$ cat config.mk
export PLATFORM = sky130hd
export DESIGN_NAME = dmem_responder
export DESIGN_NICKNAME = d
export VERILOG_FILES = /design/src/rtl/dmem_responder_pkg.sv /design/src/rtl/dmem_responder_lane_align.sv /design/src/rtl/dmem_responder.sv
export SDC_FILE = /design/constraint.sdc
export NUM_CORES = 1
export LEC_CHECK = 0
export ABC_AREA = 1
export CAP_MARGIN = 20
export CELL_PAD_IN_SITES_DETAIL_PLACEMENT = 2
export CELL_PAD_IN_SITES_GLOBAL_PLACEMENT = 2
export CORE_MARGIN = 2
export CORE_UTILIZATION = 25
export DETAILED_ROUTE_END_ITERATION = 8
export GPL_TIMING_DRIVEN = 0
export HOLD_SLACK_MARGIN = 0.02
export PLACE_DENSITY_LB_ADDON = 0.1
export SKIP_LAST_GASP = 1
export SLEW_MARGIN = 20
export SYNTH_ARGS = -nofsm -noshare
export SYNTH_HDL_FRONTEND = slang
export SYNTH_HIERARCHICAL = 1
export SYNTH_SLANG_ARGS = --single-unit
$ cat constraint.sdc
create_clock -name clk_i -period 2.2 [get_ports clk_i]
set_input_delay 0.66 -clock clk_i [delete_from_list [all_inputs] [get_ports clk_i]]
set_output_delay 0.66 -clock clk_i [all_outputs]
set_load 0.1 [all_outputs]
$ cat src/rtl/dmem_responder_pkg.sv
// dmem_responder_pkg
// Definitions shared by the data-memory responder and its lane aligner.
//   mem_access_size_t  : access size carried by a MEM-stage request
//   dmem_resp_state_t  : responder FSM state, with DMEM_* state constants
//   access_bytes()     : number of bytes touched by an access size
package dmem_responder_pkg;

    typedef enum logic [1:0] {
        MEM_ACCESS_SIZE_BYTE = 2'd0,
        MEM_ACCESS_SIZE_HALF = 2'd1,
        MEM_ACCESS_SIZE_WORD = 2'd2
    } mem_access_size_t;

    typedef logic [2:0] dmem_resp_state_t;

    localparam dmem_resp_state_t DMEM_IDLE    = 3'd0;
    localparam dmem_resp_state_t DMEM_ISSUE_A = 3'd1;
    localparam dmem_resp_state_t DMEM_ISSUE_B = 3'd2;
    localparam dmem_resp_state_t DMEM_CAPTURE = 3'd3;
    localparam dmem_resp_state_t DMEM_RESP    = 3'd4;

    // The spare size encoding behaves like a full word access.
    function automatic logic [2:0] access_bytes(input mem_access_size_t size);
        case (size)
            MEM_ACCESS_SIZE_BYTE: access_bytes = 3'd1;
            MEM_ACCESS_SIZE_HALF: access_bytes = 3'd2;
            default:              access_bytes = 3'd4;
        endcase
    endfunction

endpackage

$ cat src/rtl/dmem_responder_lane_align.sv
// dmem_lane_align
// Purely combinational byte-lane alignment for one request.
//   offset      in  : byte offset within the first word (addr[1:0])
//   size        in  : access size
//   wr_data     in  : store data, right-aligned
//   byte_mask   out : 8-bit lane mask spanning word A (low) and word B (high)
//   wide_wdata  out : store data shifted into its lanes across both words
//   split       out : the access touches word B
//   rd_shift    out : bit shift that right-aligns load data from {rdB, rdA}
//   rd_keep     out : mask keeping only the requested number of load bytes
module dmem_lane_align
    import dmem_responder_pkg::*;
(
    input  logic [1:0]       offset,
    input  mem_access_size_t size,
    input  logic [31:0]      wr_data,
    output logic [7:0]       byte_mask,
    output logic [63:0]      wide_wdata,
    output logic             split,
    output logic [4:0]       rd_shift,
    output logic [31:0]      rd_keep
);

    logic [7:0] base_mask;

    // Build the unshifted lane mask from the access size, then slide the
    // mask and data up by the byte offset; anything past lane 3 spills into
    // the second word, which is exactly what makes an access split.
    always_comb begin
        base_mask = 8'h0F;
        rd_keep   = 32'hFFFF_FFFF;
        case (access_bytes(size))
            3'd1: begin
                base_mask = 8'h01;
                rd_keep   = 32'h0000_00FF;
            end
            3'd2: begin
                base_mask = 8'h03;
                rd_keep   = 32'h0000_FFFF;
            end
            default: begin
                base_mask = 8'h0F;
                rd_keep   = 32'hFFFF_FFFF;
            end
        endcase
        byte_mask  = base_mask << offset;
        wide_wdata = {32'b0, wr_data} << {offset, 3'b000};
        split      = |byte_mask[7:4];
        rd_shift   = {offset, 3'b000};
    end

endmodule

$ cat src/rtl/dmem_responder.sv
// dmem_responder
// Memory-side responder for MEM-stage data requests. Each byte/half/word
// request becomes one or two word accesses on a synchronous single-port SRAM
// with byte enables; accesses crossing a word boundary are split in two.
// Load data returns right-aligned and zero-extended (WB sign-extends).
//   clk_i, reset_ni        : clock, synchronous active-low reset
//   req_valid_i/ready_o    : request handshake (ready only while idle)
//   req_addr_i/size_i      : byte address and access size
//   req_wr_enable_i/data_i : store flag and right-aligned store data
//   rsp_valid_o            : one-cycle completion pulse for loads and stores
//   rsp_rd_data_o          : load result, held until the next response
//   sram_*                 : SRAM port; read data arrives one cycle after en
module dmem_responder
    import dmem_responder_pkg::*;
#(
    parameter int ADDR_WIDTH = 32
)
(
    input  logic                  clk_i,
    input  logic                  reset_ni,
    input  logic                  req_valid_i,
    output logic                  req_ready_o,
    input  logic [ADDR_WIDTH-1:0] req_addr_i,
    input  mem_access_size_t      req_size_i,
    input  logic                  req_wr_enable_i,
    input  logic [31:0]           req_wr_data_i,
    output logic                  rsp_valid_o,
    output logic [31:0]           rsp_rd_data_o,
    output logic                  sram_en_o,
    output logic                  sram_we_o,
    output logic [ADDR_WIDTH-3:0] sram_addr_o,
    output logic [3:0]            sram_be_o,
    output logic [31:0]           sram_wdata_o,
    input  logic [31:0]           sram_rdata_i
);

    localparam int WORD_ADDR_WIDTH = ADDR_WIDTH - 2;

    dmem_resp_state_t      state_q;
    logic [ADDR_WIDTH-1:0] addr_q;
    mem_access_size_t      size_q;
    logic                  wr_q;
    logic [31:0]           wr_data_q;
    logic [31:0]           rd_a_q;
    logic [31:0]           rsp_rd_data_q;

    logic [7:0]            byte_mask;
    logic [63:0]           wide_wdata;
    logic                  split;
    logic [4:0]            rd_shift;
    logic [31:0]           rd_keep;

    logic [WORD_ADDR_WIDTH-1:0] word_a;
    logic [WORD_ADDR_WIDTH-1:0] word_b;
    logic [63:0]                rd_combined;
    logic [31:0]                load_value;

    // Lane alignment works from the registered request so the request
    // inputs are free to change once the handshake has happened.
    dmem_lane_align u_lane_align (
        .offset     (addr_q[1:0]),
        .size       (size_q),
        .wr_data    (wr_data_q),
        .byte_mask  (byte_mask),
        .wide_wdata (wide_wdata),
        .split      (split),
        .rd_shift   (rd_shift),
        .rd_keep    (rd_keep)
    );

    assign word_a = addr_q[ADDR_WIDTH-1:2];
    assign word_b = word_a + WORD_ADDR_WIDTH'(1);

    assign req_ready_o   = (state_q == DMEM_IDLE);
    assign rsp_valid_o   = (state_q == DMEM_RESP);
    assign rsp_rd_data_o = rsp_rd_data_q;

    // The SRAM port is only live during the two issue states; everywhere
    // else it is held quiet so a stray enable can never corrupt memory.
    always_comb begin
        sram_en_o    = 1'b0;
        sram_we_o    = 1'b0;
        sram_addr_o  = '0;
        sram_be_o    = 4'b0000;
        sram_wdata_o = 32'b0;
        case (state_q)
            DMEM_ISSUE_A: begin
                sram_en_o    = 1'b1;
                sram_we_o    = wr_q;
                sram_addr_o  = word_a;
                sram_be_o    = byte_mask[3:0];
                sram_wdata_o = wide_wdata[31:0];
            end
            DMEM_ISSUE_B: begin
                sram_en_o    = 1'b1;
                sram_we_o    = wr_q;
                sram_addr_o  = word_b;
                sram_be_o    = byte_mask[7:4];
                sram_wdata_o = wide_wdata[63:32];
            end
            default: begin
                sram_en_o = 1'b0;
            end
        endcase
    end

    // In CAPTURE the SRAM is presenting the last word read. For a split
    // access that is word B and word A was stashed a cycle earlier; for a
    // single access it is word A and the upper half is zero.
    always_comb begin
        rd_combined = split ? {sram_rdata_i, rd_a_q} : {32'b0, sram_rdata_i};
        load_value  = 32'(rd_combined >> rd_shift) & rd_keep;
    end

    // Request sequencer: accept, issue one or two SRAM accesses, capture the
    // returning data, then pulse the response. Requests arriving while busy
    // are simply not accepted; nothing is queued.
    always_ff @(posedge clk_i) begin
        if (!reset_ni) begin
            state_q       <= DMEM_IDLE;
            addr_q        <= '0;
            size_q        <= MEM_ACCESS_SIZE_BYTE;
            wr_q          <= 1'b0;
            wr_data_q     <= 32'b0;
            rd_a_q        <= 32'b0;
            rsp_rd_data_q <= 32'b0;
        end else begin
            case (state_q)
                DMEM_IDLE: begin
                    if (req_valid_i) begin
                        addr_q    <= req_addr_i;
                        size_q    <= req_size_i;
                        wr_q      <= req_wr_enable_i;
                        wr_data_q <= req_wr_data_i;
                        state_q   <= DMEM_ISSUE_A;
                    end
                end
                DMEM_ISSUE_A: begin
                    state_q <= split ? DMEM_ISSUE_B : DMEM_CAPTURE;
                end
                DMEM_ISSUE_B: begin
                    rd_a_q  <= sram_rdata_i;
                    state_q <= DMEM_CAPTURE;
                end
                DMEM_CAPTURE: begin
                    rsp_rd_data_q <= wr_q ? 32'b0 : load_value;
                    state_q       <= DMEM_RESP;
                end
                DMEM_RESP: begin
                    state_q <= DMEM_IDLE;
                end
                default: begin
                    state_q <= DMEM_IDLE;
                end
            endcase
        end
    end

endmodule
==> run metrics <==
status=complete, but fails checks; failing checks=negative setup slack; first-pass GRT wire length=109000 um; DP Wirelength=around 50000 um; antenna violations before repair=1; Total GRT Usage=roughly 33%; placed cell area=~14000 sq um; largest stage delay on the critical path=0.42 ns; Hold Crit Start=rsp_rd_data_o[22]; max-cap viol count=0; clock-pin slew on the worst setup and hold paths=0.07 ns; Reg-to-Reg End=rsp_rd_data_o[1]; Clock Latency Late Sink=around 0.52 ns; Slowest-stage cell, CP=dfxtp_4; finished layout cell area=22100 sq um; maximum buffer depth of the clock tree=2; register area share after synthesis=24.8%; P_sw=roughly 5900 uW; element type at the critical path end=output pin; Antenna Cells=0; adder-cell share of the synthesized area=0.116%; FP Rows=76; register area=2760 sq um; final worst path period share=149%; Worst path most repeated cell=inv_2; H-tree lvl count=4; Worst EP required=1.54 ns; Comb power frac=49.9%; Fillers=around 4.5k; synth-to-layout area growth=104%; hold path depth=2; Yosys warnings=6; Post-Layout Cell Count=2898; fin crit period=about 3.3 ns; Netlist cell types=40; Worst Slack Setup Final=-1.09 ns; clock share of power=27.5%; Worst Tran Pin Value=1.27 ns; DRC Markers=0; Synth Area in Compound Gates=12.7%; top-level port count=approximately 200; Slew Viols, Final=0; Pint=6890 uW; Slew headroom=15.2%; die width=212 um; FF+latch count, synth=134; IO buf count=around 200; layout cell share with drive strength beyond 1=46.8%; worst path cell trace=buf_6, nand3_4, inv_2, nand4_1, nor2_2, inv_2, nor3_4, inv_1, nand2_1, nand3_2, nand2_4, buf_12; Seq pwr share=22.6%; Post-DRT Antenna Nets=0; Reg2Reg Setup Slack=-0.56 ns; switch share=46.2%; Initial DRT Pass Iterations=5; Synth Area per Inst=5.85 sq um; routed vias/inst=around 6.0; cells after synthesis=1850; via count=17.3k; min-delay worst type=reg2reg; LEAKAGE=about 0.0091 uW; PwrDens=580 nW/um^2; Multi-input gate area=11300 sq um; Routed WL per cell=32.6 um; clk root buf=clkbuf_16; main combinational cell family by area after synthesis=simple AND/OR/NAND/NOR gates; grt total ovfl=0; Final Skew=~0.026 ns; cell count after placement=2655; critical path class=reg2out; Die Ht=212 um; CTS Sinks=roughly 130; CP Max Fanout=4; max frequency=0.304 GHz; WHS Endpoint=rsp_rd_data_o[22]; final setup vio count=~140; Hold Fails Final Rpt=0; DRT iter0 DRCs=between 1k and 1.5k; cts hold-fix bufs=0; path depth of the worst reg2reg path=20; proportion of synthesized area in mux cells=0%; core area=about 43000 sq um; Nets=2403; Die ar.=between 40000 and 50000 sq um; Final Routed Wirelength=roughly 95000 um; synthesized area=10800 sq um; RSZ-0062 raised after global routing=true; Synth Area in Simple Gates=between 40% and 50%; VDD IR-drop max=slightly below 0.7 mV; gpl congestion=0.934; Critical R2R Launch=addr_q[0]; Worst Path Arrival=2.63 ns; TritonCTS clock tree=yes; vias in the first global route=around 17k; xor/xnor cell area share of the yosys netlist=0.324%; Starting Density=25.2%; Inserted Clock Buffers=17; largest net degree at the start of global routing=17; crit path launch type=flop
[worst max-delay path, delay by kind of cell, from the launching register on]
| kind | cells | cell delay (ns) |
|---|---|---|
| flip-flops | 1 | 0.42 |
| buffers and inverters | 5 | 0.59 |
| AND/OR/NAND/NOR | 7 | 1.08 |
[power groups by stage]
stage	logic [uW]	registers, uW	clock network [uW]
floorplan	2660	2840	0
global placement	3830	2850	0
detailed placement	3890	2860	0
CTS	4930	2820	3440
global route	6530	2900	3590
finish	6380	2900	3520
[area by class of cell]
class,count,share of cell area (%)
clock buffer,19,2.05
tap,585,3.32
timing repair buffer,416,21.9
inverter,93,1.98
clock inverter,13,0.879
multi-input combinational,1458,51.1
buffer,180,6.27
sequential,134,12.5
[per-layer routing]
layer | GRT usage [%] | part of all wire (%) | vias up
met4 | 15.9 | 7.5 | 0
met5 | 0 | 0 | -
met2 | 58.2 | 49 | 941
met1 | 38.5 | 38 | 8841
li1 | - | - | 7177
met3 | 4.71 | 5.5 | 372
[sequential cells by signal (all words and copies together) (netlist names)]
register / count
size_q: 2
wr_data_q: 32
rsp_rd_data_o: 32
addr_q: 32
rd_a_q: 32
wr_q: 1
state_q: 3
[worst max path at each step]
stage | startpoint | end | slack, ns | depth (start not counted)
6_report | addr_q[2] | sram_addr_o[19] | -1.09 | 12
5_1_grt | addr_q[2] | sram_addr_o[19] | -1.11 | 12
3_5_place_dp | state_q[0] | sram_addr_o[20] | -1.66 | 6
2_1_floorplan | state_q[0] | sram_addr_o[7] | -0.46 | 6
3_3_place_gp | state_q[0] | sram_addr_o[20] | -1.66 | 6
4_1_cts | addr_q[2] | sram_addr_o[18] | -0.85 | 14
[cells in the mapped netlist, drive strengths merged]
cell / number / area, sq um
conb: 2 / 7.51
o21ai: 83 / 415
nand3b: 12 / 90.1
xor2: 4 / 35.0
dfxtp: 134 / 2680
ha: 1 / 12.5
nand2: 425 / 1610
nor3b: 1 / 7.51
clkbuf: 93 / 349
nor2: 147 / 572
clkinv: 1 / 3.75
a2111oi: 1 / 8.76
o31ai: 1 / 7.51
nor3: 22 / 181
nand4: 8 / 50.1
o22ai: 8 / 50.1
o211ai: 1 / 7.51
o32ai: 3 / 26.3
a21oi: 106 / 531
buf: 90 / 598
nor4: 3 / 18.8
a22o: 36 / 315
a31oi: 1 / 6.26
nand3: 574 / 2870
inv: 92 / 353
a311oi: 1 / 8.76
[metrics by stage]
stage / setup slack (ns) / utilization (%) / power [uW] / hold slack [ns] / setup TNS, ns
floorplan: -0.457 / - / 5500 / 0.441 / -7.30
global placement: -1.66 / 33.8 / 6680 / 0.451 / -130.36
detailed placement: -1.66 / 33.8 / 6740 / 0.457 / -135.11
CTS: -0.853 / 43.6 / 11200 / 0.468 / -62.60
global route: -1.11 / 51.4 / 13000 / 0.489 / -74.59
finish: -1.09 / 51.4 / 12800 / 0.467 / -71.74
[cell usage in the layout, fill, tap and decap left out, types with 36 or more instances in the layout]
cell / Yosys / final
nand2_1: 420 / 290
nand2_4: 1 / 48
clkbuf_2: 0 / 42
nor2_1: 143 / 121
inv_1: 83 / 70
buf_4: 51 / 189
o21ai_0: 80 / 58
a22o_4: 0 / 36
buf_6: 4 / 36
clkdlybuf4s50_1: 0 / 100
nand3_4: 0 / 140
clkbuf_1: 93 / 69
dfxtp_1: 134 / 104
nand3_2: 0 / 154
nand2_2: 4 / 79
a21oi_1: 106 / 80
nand3_1: 574 / 280
buf_12: 0 / 99
[logic make-up after synthesis]
| group | count (synthesis) |
|---|---|
| xor gates and xnor gates | 4 |
| adders and majority gates | 1 |
| buffers and inverters | 276 |
| AOI/OAI and AO/OA | 241 |
| DFF | 134 |
| other | 2 |
| and+or+nand+nor | 1192 |
[what timing repair did]
action,4_1_cts,5_1_grt
pin swaps,116,229
endpoints found under the setup margin,201,191
endpoints found under the hold margin,0,0
gates cloned,11,4
setup buffers,89,116
gates resized for setup,1065,599
Note: power is estimated with default switching activity, not from simulation.
